==> config.mk <==
export PLATFORM = sky130hd
export DESIGN_NAME = alu_p_accum_simd
export DESIGN_NICKNAME = d
export VERILOG_FILES = /design/src/rtl/alu_p_accum_simd.sv
export SDC_FILE = /design/constraint.sdc
export NUM_CORES = 1
export LEC_CHECK = 0
export ABC_AREA = 1
export CAP_MARGIN = 20
export CORE_AREA = 2 2 78 80
export DETAILED_ROUTE_END_ITERATION = 10
export DIE_AREA = 0 0 80 82
export PLACE_DENSITY = 0.81
export SLEW_MARGIN = 20
export SYNTH_ARGS = -nofsm -noshare
export SYNTH_HDL_FRONTEND = slang
export SYNTH_SLANG_ARGS = --single-unit
==> constraint.sdc <==
create_clock -name clk -period 3.98 [get_ports clk]
set_input_delay 1.194 -clock clk [delete_from_list [all_inputs] [get_ports clk]]
set_output_delay 1.194 -clock clk [all_outputs]
set_load 0.02 [all_outputs]
==> src/rtl/alu_p_accum_simd.sv <==
// Accumulator back-end for a SIMD ALU. It collects ACC_LEN beats of S into P and feeds P back as P_fb.
// It keeps sticky overflow flags for each lane. Defining ALU_ACC_SATURATE_EN makes overflowing lanes saturate to all-ones.
module alu_p_accum_simd #(
  parameter int unsigned ACC_LEN = 4
) (
  input  logic        clk,
  input  logic        reset,
  input  logic [1:0]  USE_SIMD,
  input  logic [31:0] S,
  input  logic [7:0]  result_SIMD_carry_out,
  input  logic        in_valid,
  output logic        in_ready,
  output logic [31:0] P_fb,
  output logic [31:0] P,
  output logic        out_valid,
  input  logic        out_ready,
  output logic [7:0]  overflow,
  output logic [7:0]  acc_count
);

  localparam int unsigned DATA_W  = 32;
  localparam int unsigned SLICE_N = 8;
  localparam int unsigned CNT_W   = 8;

  typedef enum logic [1:0] {
    IDLE  = 2'd0,
    ACCUM = 2'd1,
    HOLD  = 2'd2
  } state_e;

  state_e              state_q, state_d;
  logic [DATA_W-1:0]   p_q, p_d;
  logic [SLICE_N-1:0]  overflow_q, overflow_d;
  logic [CNT_W-1:0]    acc_count_q, acc_count_d;
  logic [1:0]          mode_q, mode_d;

  logic                accept_c;
  logic [1:0]          eff_mode_c;
  logic [SLICE_N-1:0]  ov_acc_c;
  logic [DATA_W-1:0]   p_next_c;

  // Top slice of every lane group for a given SIMD mode
  function automatic logic [SLICE_N-1:0] group_tops(input logic [1:0] m);
    logic [SLICE_N-1:0] r;
    case (m)
      2'b00:   r = 8'h80;
      2'b01:   r = 8'h88;
      2'b10:   r = 8'hAA;
      default: r = 8'hFF;
    endcase
    return r;
  endfunction

`ifdef ALU_ACC_SATURATE_EN
  // Give every slice the overflow flag of the top slice in its lane group
  function automatic logic [SLICE_N-1:0] spread_tops(input logic [1:0] m,
                                                     input logic [SLICE_N-1:0] flags);
    logic [SLICE_N-1:0] r;
    logic [2:0]         gmask;
    logic [2:0]         top;
    case (m)
      2'b00:   gmask = 3'd7;
      2'b01:   gmask = 3'd3;
      2'b10:   gmask = 3'd1;
      default: gmask = 3'd0;
    endcase
    r = '0;
    for (int j = 0; j < int'(SLICE_N); j++) begin
      top  = 3'(j) | gmask;
      r[j] = flags[top];
    end
    return r;
  endfunction
`endif

  assign accept_c   = in_valid && (state_q != HOLD);
  assign in_ready   = (state_q != HOLD);
  assign out_valid  = (state_q == HOLD);
  assign P_fb       = (state_q == IDLE) ? '0 : p_q;
  assign P          = p_q;
  assign overflow   = overflow_q;
  assign acc_count  = acc_count_q;

  // An IDLE accept uses the incoming mode and starts from clear flags.
  always_comb begin
    eff_mode_c = (state_q == IDLE) ? USE_SIMD : mode_q;
    ov_acc_c   = ((state_q == IDLE) ? '0 : overflow_q)
               | (group_tops(eff_mode_c) & result_SIMD_carry_out);
    p_next_c   = S;
`ifdef ALU_ACC_SATURATE_EN
    begin
      logic [SLICE_N-1:0] sat_slices;
      sat_slices = spread_tops(eff_mode_c, ov_acc_c);
      for (int j = 0; j < int'(SLICE_N); j++) begin
        if (sat_slices[j]) p_next_c[4*j +: 4] = 4'hF;
      end
    end
`endif
  end

  always_comb begin
    state_d     = state_q;
    p_d         = p_q;
    overflow_d  = overflow_q;
    acc_count_d = acc_count_q;
    mode_d      = mode_q;
    case (state_q)
      IDLE: begin
        if (accept_c) begin
          mode_d      = USE_SIMD;
          overflow_d  = ov_acc_c;
          p_d         = p_next_c;
          acc_count_d = CNT_W'(1);
          state_d     = (ACC_LEN == 1) ? HOLD : ACCUM;
        end
      end
      ACCUM: begin
        if (accept_c) begin
          overflow_d  = ov_acc_c;
          p_d         = p_next_c;
          acc_count_d = acc_count_q + CNT_W'(1);
          if (acc_count_d == CNT_W'(ACC_LEN)) state_d = HOLD;
        end
      end
      HOLD: begin
        if (out_ready) state_d = IDLE;
      end
      default: state_d = IDLE;
    endcase
  end

  always_ff @(posedge clk) begin
    if (reset) begin
      state_q     <= IDLE;
      p_q         <= '0;
      overflow_q  <= '0;
      acc_count_q <= '0;
      mode_q      <= 2'b00;
    end else begin
      state_q     <= state_d;
      p_q         <= p_d;
      overflow_q  <= overflow_d;
      acc_count_q <= acc_count_d;
      mode_q      <= mode_d;
    end
  end

endmodule
==> results.md, run 1 <==
- Outcome: complete, no violations
- Full die area: 6560 µm²
- TNS Setup: 0 ps
- Vias: 2409
- Antenna Nets Post-Route: 0
- CTS H-tree lvls: 2
- Ys async rst share: 0%
- Worst Tran Pin Value: 816.1 ps
- Die X: 80 µm
- Core Area: 5746 µm²
- Clock Path Buffers: 2
- RSZ-0062 raised after global routing: false
- Largest net degree at the start of global routing: 40
- Startpoint types: flip-flop
- CTS hold repair buffers: 0
- Peak VDD IR: 0.1552 mV
- CTS tree: built
- Post-CTS Setup Inserts: 0
- Fin Clk Skew: 5.456 ps
- Port Buffer Count: 127
- Leak: 0.001381 µW
- Max Slew Vio Count: 0
- Synth Cell Area: 2218 µm²
- Worst EP required: 2790 ps
- Core Util, Final: 63.20%
- Syn nets: 360
- Fill cell count: 511
- Clock root buffer: clkbuf_8
- Clk sinks: 52
- Routed wire per std cell: 12.41 µm
- Height of the die: 82 µm
- Layout area overhead: 63.68%
- Vias in the first global route: 2105
- Initial Util: 38.61%
- Max Cap Viol: 0
- Worst-path clk slew: 90 ps
- Sequential cell area fraction in the yosys report: 46.93%
- First-pass GRT wire length: 9.356 mm
- Final GP Congestion: 0.7995
- Num ports: 128
- EDFF count, synth: 0
- Initial antenna violation count: 0
- Commonest non-fill, non-tap cell in the layout: clkdlybuf4s50_1
- Synth Area per Inst: 7.110 µm²
- WL final: 6.319 mm
- CTS resizes: 0
- Final #Nets: 481
- Max Freq: 0.3165 GHz
- Via-to-Cell Ratio: 4.733
- Post-DP HPWL: 4.663 mm
- Layout cell share with drive strength beyond 1: 4.839%
- Post-synth cell types: 24
- Synth Instances: 312
- Drt initial violations: 74
- Number of remaining DRC errors: 0
- Skew-Pair Late Insertion Delay: 300 ps
- Crit path time final: 3159 ps
- Worst Hold Class: flip-flop to flip-flop
- Tot Pwr: 1152 µW
- Max-Slew Margin vs Limit: 45.53%
- Power Density: 317.1 nW/µm²
- CP Class: flip-flop to output pin
- Yosys reg bits: 52
- Final setup violation count: 0
- Placed cells: 501
- Crit path DAT: 1970 ps
- Post-Layout Cell Count: 509
- Synth Flop Type: dfxtp_1
- Rows: 28
- Most frequent cells in the layout: 127 x clkdlybuf4s50_1, 52 x dfxtp_1, 48 x a21oi_1
- Total number of yosys warnings: 0
- Drt pass-1 iters: 5
- Total gr overflow: 0
- Total track usage: 18.00%
- Final Hold Vio Count: 0
- Worst Setup End Kind: output pin
- Total CTS buffers: 5
- Tcrit/Tclk final: 79.37%
- Antenna diodes: 0
- Crit Path Max Fanout: 36
cells in the mapped netlist (4+ instances only):
library cell  count  area (µm²)
nand2_1          34       127.6
o21ai_0          30       150.1
nand3_1          11       55.05
dfxtp_1          52        1041
buf_2             4       20.02
a21oi_1          48       240.2
nor2_1           46       172.7
inv_1            43       161.4
o21ai_1           8       40.04
clkbuf_1         10       37.54
inv_2             5       18.77
per-stage QoR:
| stage | worst slack [ps] | instance area [µm²] | hold slack, ps |
|---|---|---|---|
| 2_1_floorplan | 1730 | 2218 | 471.5 |
| 3_3_place_gp | 971.7 | 3537 | 455.4 |
| 3_5_place_dp | 902.0 | 3537 | 458.1 |
| 4_1_cts | 793.2 | 3631 | 472.7 |
| 5_1_grt | 695.3 | 3631 | 499.1 |
| 6_report | 820.9 | 3631 | 469.3 |
power breakdown:
group	total (µW)	switching (µW)	internal, µW
registers	568	17.1	551
clock network	315	174	142
logic	268	139	130
total	1150	329	822
final timing paths:
path | startpoint | endpoint | slack [ps] | cells past startpoint
min | P[30] | P[30] | 470 | 2
max | state_q[1] | P_fb[0] | 820 | 5
max reg2reg | state_q[1] | P[22] | 2130 | 7
min reg2reg | P[30] | P[30] | 470 | 2
cell type report:
class                   instances  area [µm²]  area share (%)
repair buffers                129        1286           35.42
flip-flops and latches         52        1041           28.67
multi-input cells             197       935.9           25.78
inverters                      48       180.2           4.962
well taps                      75       93.84           2.584
clock buffers                   7       86.33           2.378
clock inverters                 1       7.507          0.2068
registers in the layout (all words and copies together) (netlist names):
name and flops:
P 32, acc_count 8, overflow 8, mode_q 2
state_q 2
metal layers:
layer	vias up	part of all wire, %	track usage, %
met3	5	6.5	3.736
met1	1077	43	21.49
met5	-	0	0
li1	1239	-	-
met2	88	49	32.17
met4	0	0.90	6.102
critical path, stage by stage (launching register included):
cell	delay [ps]
dfxtp_1	340
inv_2	70
nand2_1	90
inv_2	460
nor2_1	120
clkdlybuf4s50_1	570
logic make-up after synthesis:
group / after synthesis / synth area share, %
AO/OA/AOI/OAI: 92 / 21.43
AND/OR/NAND/NOR: 102 / 19.23
adder cells (fa/ha/maj): 2 / 1.128
flip-flops: 52 / 46.93
buffers and inverters: 63 / 10.89
XOR/XNOR: 1 / 0.3949
(Power assumes the default switching activity.)
==> run 2: changes to the inputs <==
Settings changed: CORE_AREA 2 2 78 80 to 2 2 84 86, DIE_AREA 0 0 80 82 to 0 0 86 88, PLACE_DENSITY 0.81 to 0.74.
Clock period 3.98 ns to 2.5 ns, I/O delays scaled along.
==> results.md, run 2 (same netlist as run 1, synthesis figures left out) <==
- Post-CTS Setup Inserts: 0 (unchanged)
- CTS tree: built (unchanged)
- Core Area: 6644 µm² (was 5746 µm²)
- Layout area overhead: 64.69% (was 63.68%)
- Total gr overflow: 0 (unchanged)
- Final Hold Vio Count: 0 (unchanged)
- Worst EP required: 1750 ps (was 2790 ps)
- Final setup violation count: 0 (unchanged)
- Clk sinks: 52 (unchanged)
- CP Class: flip-flop to output pin (unchanged)
- Total track usage: 16.80% (was 18.00%)
- Hold Crit Depth: 2 (unchanged)
- Outcome: complete, no violations (unchanged)
- R2R Path End: state_q[0] (was P[22])
- Worst Hold Class: flip-flop to flip-flop (unchanged)
- Routed wire per std cell: 12.55 µm (was 12.41 µm)
- Layout cell share with drive strength beyond 1: 6.364% (was 4.839%)
- Startpoint types: flip-flop (unchanged)
- Reg2Reg Launch Point: acc_count[0] (was state_q[1])
- Post-DP HPWL: 4.949 mm (was 4.663 mm)
- Crit path DAT: 1540 ps (was 1970 ps)
- Initial antenna violation count: 0 (unchanged)
- Slowest cell on crit path: dfxtp_1 (was clkdlybuf4s50_1)
- Skew-Pair Late Insertion Delay: 300 ps (about the same)
- Most common cell on crit path: inv_2 (unchanged)
- Tot Pwr: 1822 µW (was 1152 µW)
- Vias: 2419 (was 2409)
- Via-to-Cell Ratio: 4.652 (was 4.733)
- WL final: 6.528 mm (was 6.319 mm)
- Worst reg-to-reg path cell count: 10 (was 7)
- Final GP Congestion: 0.8245 (was 0.7995)
- Crit path cell chain: inv_2 > nand2_1 > inv_2 > buf_4 > nor2_1 > dlygate4sd2_1 (was inv_2 > nand2_1 > inv_2 > nor2_1 > clkdlybuf4s50_1)
- WHS Endpoint: overflow[7] (was P[30])
- Fill cell count: 651 (was 511)
- Max stage delay on crit path: 390 ps (was 570 ps)
- Number of remaining DRC errors: 0 (unchanged)
- Vias in the first global route: 2137 (was 2105)
- Total CTS buffers: 5 (unchanged)
- Commonest non-fill, non-tap cell in the layout: clkdlybuf4s50_1 (unchanged)
- Worst path bufs/invs: 4 (was 3)
- First-pass GRT wire length: 10.01 mm (was 9.356 mm)
- Drt pass-1 iters: 6 (was 5)
- FF-to-FF setup slack: 940 ps (was 2130 ps)
- Clock Path Buffers: 2 (unchanged)
- Tcrit/Tclk final: 91.60%
- Crit Path Max Fanout: 19 (was 36)
- Peak VDD IR: 0.2280 mV (was 0.1552 mV)
- Max Slew Vio Count: 0 (unchanged)
- Core Util, Final: 54.99% (was 63.20%)
- Hold Path Origin: overflow[7] (was P[30])
- Die X: 86 µm (was 80 µm)
- Leak: 0.001562 µW (was 0.001381 µW)
- Power Density: 498.7 nW/µm² (was 317.1 nW/µm²)
- CTS H-tree lvls: 2 (unchanged)
- Height of the die: 88 µm (was 82 µm)
- Antenna Nets Post-Route: 0 (unchanged)
- Final #Nets: 487 (was 481)
- Antenna diodes: 0 (unchanged)
- Worst Tran Pin Value: 266.9 ps (was 816.1 ps)
- Drt initial violations: 65 (was 74)
- Fin Clk Skew: 6.219 ps (was 5.456 ps)
- Delay-heaviest family, CP: buffers and inverters (unchanged)
- Crit path time final: 2290 ps
- Clock root buffer: clkbuf_8 (unchanged)
- TNS Setup: 0 ps (unchanged)
- Initial Util: 33.39% (was 38.61%)
- Worst-path clk slew: 90 ps (about the same)
- Max-Slew Margin vs Limit: 82.09% (was 45.53%)
- Rows: 30 (was 28)
- RSZ-0062 raised after global routing: false (unchanged)
- Most frequent cells in the layout: 95 x clkdlybuf4s50_1, 52 x dfxtp_1, 48 x a21oi_1 (was 127 x clkdlybuf4s50_1, 52 x dfxtp_1, 48 x a21oi_1)
- Largest net degree at the start of global routing: 59 (was 40)
- FF+latch area: 1041 µm² (unchanged)
- Max Cap Viol: 0 (unchanged)
- Full die area: 7568 µm² (was 6560 µm²)
- Multi-input logic area: 935.9 µm² (unchanged)
- Worst Setup End Kind: output pin (unchanged)
- Port Buffer Count: 127 (unchanged)
- Num ports: 128 (unchanged)
- Max reg flops: 32 (unchanged)
- Max Freq: 0.4367 GHz
- CTS hold repair buffers: 0 (unchanged)
run 2: how the worst max path moves through the flow:
stage | cells after the start | endpoint | slack, ps | startpoint
floorplan | 5 | P_fb[10] | 690 | state_q[1]
global placement | 6 | P_fb[20] | 280 | state_q[1]
detailed placement | 6 | P_fb[31] | 260 | state_q[1]
CTS | 6 | P_fb[31] | 190 | state_q[1]
global route | 6 | P_fb[30] | 70 | state_q[1]
finish | 6 | P_fb[31] | 210 | state_q[1]
run 2: timing repair:
item,4_1_cts,5_1_grt
hold endpoints to repair,0,0
gates resized for setup,32,0
endpoints found under the setup margin,32,0
run 2: per-layer routing:
layer  GRT usage, %  routed length, µm  share of wire (%)  vias to the layer above
met5              0                  0                  0                        -
met4          5.483                 65                1.0                        0
met3          4.524                436                6.7                        6
met2          28.96               3141                 48                       82
met1          20.38               2884                 44                     1086
li1               -                  -                  -                     1245
run 2: area by class of cell:
class / count / share of cell area, %
repair buffers: 135 / 35.68
flip-flops and latches: 52 / 28.49
multi-input cells: 197 / 25.62
inverters: 48 / 4.932
well taps: 80 / 2.740
clock buffers: 6 / 2.260
clock inverters: 2 / 0.2740
run 2: through the flow:
step	hold WS (ps)	worst slack, ps	std cells	area, µm²
final	473.1	210.0	520	3654
after global routing	491.9	71.06	520	3654
after CTS	472.5	189.2	520	3654
after detailed placement	458.4	257.1	512	3601
after global placement	451.2	281.8	512	3601
after floorplan	471.5	694.4	312	2218
run 2: worst register-to-register path, cell delays in order (launching register included):
cell     delay, ps
dfxtp_1        460
ha_1           250
nand3_1        130
nor2_1         110
nand2_1         80
nand2_1         70
nand2_1         70
nor2_2         110
nand2_1         60
nand2_1         60
a21oi_1         50
run 2: report_power, final:
group | switching, µW | total (µW) | internal, µW | leakage [µW]
clock | 272 | 494 | 222 | 0.0000510
sequential | 26.2 | 903 | 877 | 0.000429
combinational | 223 | 426 | 203 | 0.00108
total | 521 | 1820 | 1300 | 0.00156
